==> src/rtl/vga_plot_arbiter.sv <==
// Two-requester pixel arbiter for the VGA adapter with a full-screen clear sweep.
// Round-robin grant between snake (0) and tron (1); clear pre-empts both.
module vga_plot_arbiter (
  input  logic       clk,
  input  logic       reset,
  input  logic       clear_req,
  input  logic [2:0] clear_colour,
  input  logic       req0,
  input  logic [7:0] x0,
  input  logic [6:0] y0,
  input  logic [2:0] c0,
  output logic       ack0,
  input  logic       req1,
  input  logic [7:0] x1,
  input  logic [6:0] y1,
  input  logic [2:0] c1,
  output logic       ack1,
  output logic [7:0] x,
  output logic [6:0] y,
  output logic [2:0] colour,
  output logic       plot,
  output logic       clear_busy,
  output logic       clear_done
);

  typedef enum logic {IDLE, CLEAR} state_t;

  state_t     state, state_next;
  logic       last_grant;
  logic [7:0] cx;
  logic [6:0] cy;
  logic [2:0] clr_col;

  always_ff @(posedge clk) begin
    if (reset) state <= IDLE;
    else       state <= state_next;
  end

  // The sweep stays in CLEAR for one extra cycle after the final pixel so that
  // clear_done and clear_busy=1 coincide with the (159,119) plot.
  always_comb begin
    state_next = state;
    ack0       = 1'b0;
    ack1       = 1'b0;
    unique case (state)
      IDLE: begin
        if (clear_req) begin
          state_next = CLEAR;
        end else begin
          ack0 = req0 && (!req1 || last_grant);
          ack1 = req1 && (!req0 || !last_grant);
        end
      end
      CLEAR: begin
        if (clear_done) state_next = IDLE;
      end
    endcase
    if (reset) begin
      ack0 = 1'b0;
      ack1 = 1'b0;
    end
  end

  always_ff @(posedge clk) begin
    if (reset) begin
      x          <= '0;
      y          <= '0;
      colour     <= '0;
      plot       <= 1'b0;
      clear_busy <= 1'b0;
      clear_done <= 1'b0;
      last_grant <= 1'b1;
      cx         <= '0;
      cy         <= '0;
      clr_col    <= '0;
    end else begin
      plot       <= 1'b0;
      clear_done <= 1'b0;
      unique case (state)
        IDLE: begin
          if (clear_req) begin
            // Pixel (0,0) is emitted on the entry edge; counters point at the next one.
            clr_col    <= clear_colour;
            colour     <= clear_colour;
            x          <= '0;
            y          <= '0;
            plot       <= 1'b1;
            clear_busy <= 1'b1;
            cx         <= 8'd1;
            cy         <= '0;
          end else if (ack0) begin
            x          <= x0;
            y          <= y0;
            colour     <= c0;
            plot       <= (x0 < 8'd160) && (y0 < 7'd120);
            last_grant <= 1'b0;
          end else if (ack1) begin
            x          <= x1;
            y          <= y1;
            colour     <= c1;
            plot       <= (x1 < 8'd160) && (y1 < 7'd120);
            last_grant <= 1'b1;
          end
        end
        CLEAR: begin
          if (clear_done) begin
            clear_busy <= 1'b0;
          end else begin
            x      <= cx;
            y      <= cy;
            colour <= clr_col;
            plot   <= 1'b1;
            if (cx == 8'd159) begin
              cx <= '0;
              if (cy == 7'd119) clear_done <= 1'b1;
              else              cy <= cy + 7'd1;
            end else begin
              cx <= cx + 8'd1;
            end
          end
        end
      endcase
    end
  end

endmodule

==> config.mk <==
export PLATFORM = sky130hd
export DESIGN_NAME = vga_plot_arbiter
export DESIGN_NICKNAME = d
export VERILOG_FILES = /design/src/rtl/vga_plot_arbiter.sv
export SDC_FILE = /design/constraint.sdc
export NUM_CORES = 1
export LEC_CHECK = 0
export BUFFER_PORTS_ARGS = -buffer_cell sky130_fd_sc_hd__buf_2
export CORE_MARGIN = 1.5
export CORE_UTILIZATION = 30
export CTS_BUF_LIST = sky130_fd_sc_hd__clkbuf_2 sky130_fd_sc_hd__clkbuf_4 sky130_fd_sc_hd__clkbuf_8
export CTS_CLUSTER_SIZE = 40
export DETAILED_ROUTE_END_ITERATION = 6
export RECOVER_POWER = 100
export SLEW_MARGIN = 5
export SYNTH_ARGS = -nofsm -noshare
export SYNTH_HDL_FRONTEND = slang
export SYNTH_SLANG_ARGS = --single-unit
==> constraint.sdc <==
create_clock -name clk -period 3.9 [get_ports clk]
set_clock_uncertainty 0.05 [all_clocks]
set_input_delay 0.39 -clock clk [delete_from_list [all_inputs] [get_ports clk]]
set_output_delay 0.39 -clock clk [all_outputs]
set_load 0.005 [all_outputs]
==> summary.txt, run 1 <==
Layout
  • Synthesis-to-finish area growth: 22.6%
  • Nets: 366
  • Commonest non-fill, non-tap cells in the layout: 56 x buf_2, 41 x dfxtp_1, 26 x nand2_1
  • Finished Core Util: 0.383
  • Most common cell after layout, fill and taps aside: buf_2
  • Layout cells sized above 1: 0.222
  • Ant. Diodes: 0

Timing
  • Slew HR: 0.314
  • RSZ-0062 raised after global routing: no
  • Final setup viols: 0
  • Highest clock rate: 0.353 GHz
  • Slew @ Worst Pin: 1.03 ns
  • TNS Setup: 0 ns
  • Final Hold Viols: 0
  • Final Cycle Share: 0.726
  • Final Max Tran Viols: 0
  • Tmin final: 2.83 ns

Synthesis
  • Synth Area in Compound Gates: 0.234
  • Netlist Area Pre-Place: 0.00214 mm2
  • Asr flop ratio synth: 0
  • XOR/XNOR Fraction of Synth Area: 0.0204
  • Post-synth net total: 306
  • Post-synth top area cell: dfxtp_1
  • Syn Area/Cell: 8.24 um2
  • Share of the synthesized area in the top cell type: 0.383
  • Yosys cell types: 45
  • Top post-synthesis cells by area: dfxtp_1 38%, mux2i_1 4.7%, nand2_1 4.6%
  • Syn Inst Count: 260
  • #FFs+latches synth: 41
  • Share of the yosys chip area belonging to registers: 0.383
  • Commonest register cell after synthesis: dfxtp_1
  • Post-synthesis mux area share: 0.0467
  • Area share of fa/ha/maj cells after synthesis: 0.0117
  • Synth warn: 0
  • EDFF count, synth: 0
  • Post-Synth Simple-Gate Area: 0.261
  • Main combinational cell family by area after synthesis: simple AND/OR/NAND/NOR gates

Clocking
  • CTS hold repair buffers: 0
  • Setup Fix Bufs, Post-CTS: 0
  • Num CTS Buffers: 5
  • Clock latency on the worst-skew pair: 0.30 ns
  • Maximum clock insertion buffer count: 2
  • # clock sinks: 41
  • Clock slew at reported path FFs: 0.08 ns
  • TritonCTS clock tree: built
  • H-tree Lvls: 2
  • Post-CTS sizing: 0
  • Clk root buf: clkbuf_8

Routing
  • Post-route DRC: 0
  • Final WL: 5910 um
  • Starting DRC count in detailed routing: 123
  • Vias/cell: 5.06
  • 1st-pass router iterations: 4
  • WL per Instance: 14.2 um
  • Antenna Violating Nets Remaining: 0
  • Detailed-route via count: 2,105

Critical path
  • CP Class: flip-flop to flip-flop
  • CP startpoint kind: flip-flop
  • Required @ worst endpoint: 4.04 ns
  • CP max FO: 32
  • CP Capture Type: flip-flop
  • R2R cell count: 7
  • WP data arrival: 2.97 ns

Floorplan
  • Chip height: 87.5 um
  • Initial core utilization: 0.312
  • I/O pin cnt: 67
  • Chip width: 87.5 um
  • Core Region: 0.00687 mm2
  • DIE AREA: 0.00766 mm2
  • FP Rows: 30

Place
  • Placer congestion estimate: 0.832
  • DPL Wire Length: 4360 um
  • Port buffer count: 66

Global routing
  • GR Overflow Total: 0
  • Initial antenna violation count: 0
  • Vias in the first global route: 2,014
  • Largest net degree at the start of global routing: 37
  • First-pass GRT wire length: 9640 um
  • Gr usage total: 0.161

Status
  • Status: completed

Power and ir drop
  • Power Density: 336 mW/mm2
  • Static Leak: 1.05 nW
  • VDD IR max: 0.0000986 V

Worst hold path
  • Worst hold path class: input pin to flip-flop
  • Cells on Worst Hold Path: 3

Run
  • Max-cap violations: 0
[cell type report]
type | instances | area (um2)
timing repair buffer | 71 | 352
tap | 96 | 120
sequential | 41 | 821
fill | 730 | 4240
multi-input combinational | 197 | 1230
inverter | 4 | 15.0
clock buffer | 7 | 90.1
[per-layer routing]
layer  global-route usage  routed length (um)  vias to the layer above
li1                     -                   -                     1074
met3               0.0398                 313                        8
met2                0.258                2610                       56
met4               0.0491                  67                        0
met5                    0                   0                        -
met1                0.214                2920                      967
[worst paths after layout]
path / from / to / slack (ns)
worst max-delay path: state$_SDFF_PP0_ / y[6]$_SDFFE_PP0P_ / 1.07
worst min-delay path: y0[2] / y[2]$_SDFFE_PP0P_ / 0.29
worst max register to register: state$_SDFF_PP0_ / y[6]$_SDFFE_PP0P_ / 1.07
worst min register to register: y[3]$_SDFFE_PP0P_ / y[3]$_SDFFE_PP0P_ / 0.45
[state kept, by name, indices dropped and copies added, names as in the netlist]
name / flops
cx: 8
last_grant: 1
colour: 3
clear_done: 1
x: 8
clear_busy: 1
plot: 1
state: 1
y: 7
clr_col: 3
cy: 7
[stage by stage]
step                      hold WS (ns)  power, mW  setup WS, ns  cell area [um2]  cells
after floorplan                  0.411      0.537          2.09             2140    260
after global placement           0.422      0.598          1.75             2560    409
after detailed placement         0.434      0.599          1.71             2560    409
after CTS                        0.276      0.895          1.50             2650    416
after global routing             0.287      0.922         0.780             2630    416
final                            0.286      0.882          1.07             2630    416
[synthesized netlist by cell type (all sizes together), types with 5 or more instances]
cell and n:
clkbuf 15, nand3 19, dfxtp 41, o21bai 13
and2 9, mux2i 10, a311oi 10, nor2 25
nor2b 5, a21boi 10, nand2 26, nand4 7
a31oi 12
[critical path, stage by stage (launching register included)]
cell and delay (ns):
dfxtp_1 0.31, buf_4 0.28, nor2_1 0.08, clkbuf_1 0.44, a21oi_1 0.81, buf_4 0.39
a21boi_0 0.24, a31oi_1 0.10
[logic make-up (layout without fill, tap and decap cells)]
group / Yosys count / after routing
AO/OA/AOI/OAI: 68 / 68
flip-flops: 41 / 41
multiplexers: 10 / 10
adder cells (fa/ha/maj): 2 / 2
buffers and inverters: 22 / 82
XOR/XNOR: 5 / 5
AND/OR/NAND/NOR: 112 / 112
[where the power goes]
part	internal, mW	leakage, nW	total [mW]	switching (mW)
clock	0.148	0.0477	0.296	0.148
combinational	0.0601	0.669	0.133	0.0731
sequential	0.440	0.336	0.453	0.0126
total	0.648	1.05	0.882	0.234
Power figures use the tool's default switching activity.
==> run 2, diff against run 1 <==
==> constraint.sdc (replaced) <==
create_clock -name clk -period 2.6 [get_ports clk]
set_clock_uncertainty 0.05 [all_clocks]
set_input_delay 0.26 -clock clk [delete_from_list [all_inputs] [get_ports clk]]
set_output_delay 0.26 -clock clk [all_outputs]
set_load 0.005 [all_outputs]
==> summary.txt, run 2 (same netlist as run 1, synthesis figures left out) <==
Clocking
  • Post-CTS sizing: 0
  • Clock latency on the worst-skew pair: 0.31 ns
  • # clock sinks: 41
  • Maximum clock insertion buffer count: 2
  • TritonCTS clock tree: built
  • Num CTS Buffers: 5
  • Clock slew at reported path FFs: 0.09 ns
  • H-tree Lvls: 2
  • CTS hold repair buffers: 0
  • Setup Fix Bufs, Post-CTS: 0
  • Clk root buf: clkbuf_8

Timing
  • Final Cycle Share: 0.820
  • Final setup viols: 0
  • Slew @ Worst Pin: 0.589 ns
  • Slew HR: 0.603
  • Highest clock rate: 0.469 GHz
  • Final Hold Viols: 0
  • TNS Setup: 0 ns
  • Final Max Tran Viols: 0
  • Tmin final: 2.13 ns
  • RSZ-0062 raised after global routing: no

Routing
  • Post-route DRC: 0
  • Vias/cell: 5.31
  • 1st-pass router iterations: 4
  • Starting DRC count in detailed routing: 102
  • WL per Instance: 14.7 um
  • Detailed-route via count: 2,220
  • Final WL: 6160 um
  • Antenna Violating Nets Remaining: 0

Layout
  • Layout cells sized above 1: 0.220
  • Synthesis-to-finish area growth: 23.6%
  • Area of the multi-input gates: 0.00123 mm2
  • Ant. Diodes: 0
  • FF+latch area: 821 um2
  • Most common cell after layout, fill and taps aside: buf_2
  • Commonest non-fill, non-tap cells in the layout: 53 x buf_2, 41 x dfxtp_1, 26 x nand2_1
  • Top Registers: cx x8, x x8
  • Nets: 368
  • # fillers: 728

Run
  • Max-cap violations: 0

Power and ir drop
  • Clock Power Share: 0.366
  • Power Density: 526 mW/mm2
  • Final Total Pwr: 1.39 mW
  • Switching pwr: 362 uW
  • Sequential share of power: 0.490
  • Combinational Power Share: 0.144
  • Sw frac: 0.260
  • VDD IR max: 0.000181 V
  • Static Leak: 1.06 nW
  • Int Power: 1.03 mW

Status
  • Status: completed

Global routing
  • Largest net degree at the start of global routing: 31
  • First-pass GRT wire length: 9800 um
  • Gr usage total: 0.162
  • GR Overflow Total: 0
  • Initial antenna violation count: 0
  • Vias in the first global route: 2,104

Critical path
  • Reg2reg end: x[2]$_SDFFE_PP0P_
  • CP startpoint: state$_SDFF_PP0_
  • CP max FO: 28
  • Cell Chain, Critical Path: nor2_1 > a21oi_1 > clkbuf_2 > a21boi_0 > a31oi_1
  • RR Startpoint: state$_SDFF_PP0_
  • R2r setup slk: 0.47 ns
  • WP data arrival: 2.27 ns
  • CP peak stage delay: 0.61 ns
  • CP startpoint kind: flip-flop
  • CP Class: flip-flop to flip-flop
  • CP Capture Type: flip-flop
  • Crit path to: x[2]$_SDFFE_PP0P_
  • Slowest cell on the critical path: dfxtp_1
  • Required @ worst endpoint: 2.74 ns
  • R2R cell count: 5

Floorplan
  • Initial core utilization: 0.312
  • Chip width: 87.5 um
  • Chip height: 87.5 um
  • I/O pin cnt: 67
  • FP Rows: 30
  • Core Region: 0.00687 mm2
  • DIE AREA: 0.00766 mm2

Worst hold path
  • Worst hold path class: input pin to flip-flop

Place
  • Placer congestion estimate: 0.809
  • DPL Wire Length: 4540 um
  • Port buffer count: 66
[run 2: cell count changes in the layout (fill, tap and decap cells not counted), sizes merged]
cell    delta
buf        -3
bufinv     +1
clkbuf     +3
clkinv     +1
[run 2: area by class of cell]
type | instances | area share
Tap cell | 96 | 0.0453
Multi-Input combinational cell | 197 | 0.464
Clock buffer | 5 | 0.0260
Timing Repair Buffer | 73 | 0.136
Clock inverter | 2 | 0.0132
Sequential cell | 41 | 0.310
Inverter | 4 | 0.00567
[run 2: power groups by stage]
stage | combinational [mW] | clock (mW) | sequential (mW)
after floorplan | 0.113 | 0 | 0.694
after global placement | 0.203 | 0 | 0.695
after detailed placement | 0.207 | 0 | 0.695
after CTS | 0.207 | 0.517 | 0.681
after global routing | 0.225 | 0.540 | 0.685
final | 0.200 | 0.510 | 0.682
[run 2: worst min path at each step]
stage | depth (start not counted) | slack [ns] | start | endpoint
6_report | 3 | 0.14 | x0[3] | x[3]$_SDFFE_PP0P_
5_1_grt | 3 | 0.16 | x0[3] | x[3]$_SDFFE_PP0P_
4_1_cts | 3 | 0.15 | x0[3] | x[3]$_SDFFE_PP0P_
3_5_place_dp | 2 | 0.42 | clear_busy$_SDFFE_PP0P_ | clear_busy$_SDFFE_PP0P_
3_3_place_gp | 2 | 0.42 | clr_col[2]$_SDFFE_PP0P_ | clr_col[2]$_SDFFE_PP0P_
2_1_floorplan | 2 | 0.35 | x0[0] | x[0]$_SDFFE_PP0P_
[run 2: metal layers]
metal  wire length, um  share of wire  GRT usage  up-vias
li1                  -              -          -     1084
met4                74          0.012     0.0418        0
met2              2690           0.44      0.262       90
met3               452          0.073     0.0445        9
met5                 0              0          0        -
met1              2940           0.48      0.213     1037
[run 2: per-stage QoR]
stage          instances  hold slack (ns)   util  area [um2]  setup slack, ns
2_1_floorplan        260            0.352      -        2140            0.789
3_3_place_gp         411            0.422  0.374        2570            0.675
3_5_place_dp         411            0.425  0.374        2570            0.643
4_1_cts              418            0.147  0.390        2680            0.473
5_1_grt              418            0.156  0.386        2650            0.306
6_report             418            0.142  0.386        2650            0.469
[run 2: critical path: cells and delay by family, from the launching register on]
| family | cells | cell delay (ns) |
|---|---|---|
| AO/OA/AOI/OAI | 3 | 0.69 |
| buffers and inverters | 1 | 0.46 |
| AND/OR/NAND/NOR | 1 | 0.22 |
| flip-flops | 1 | 0.61 |
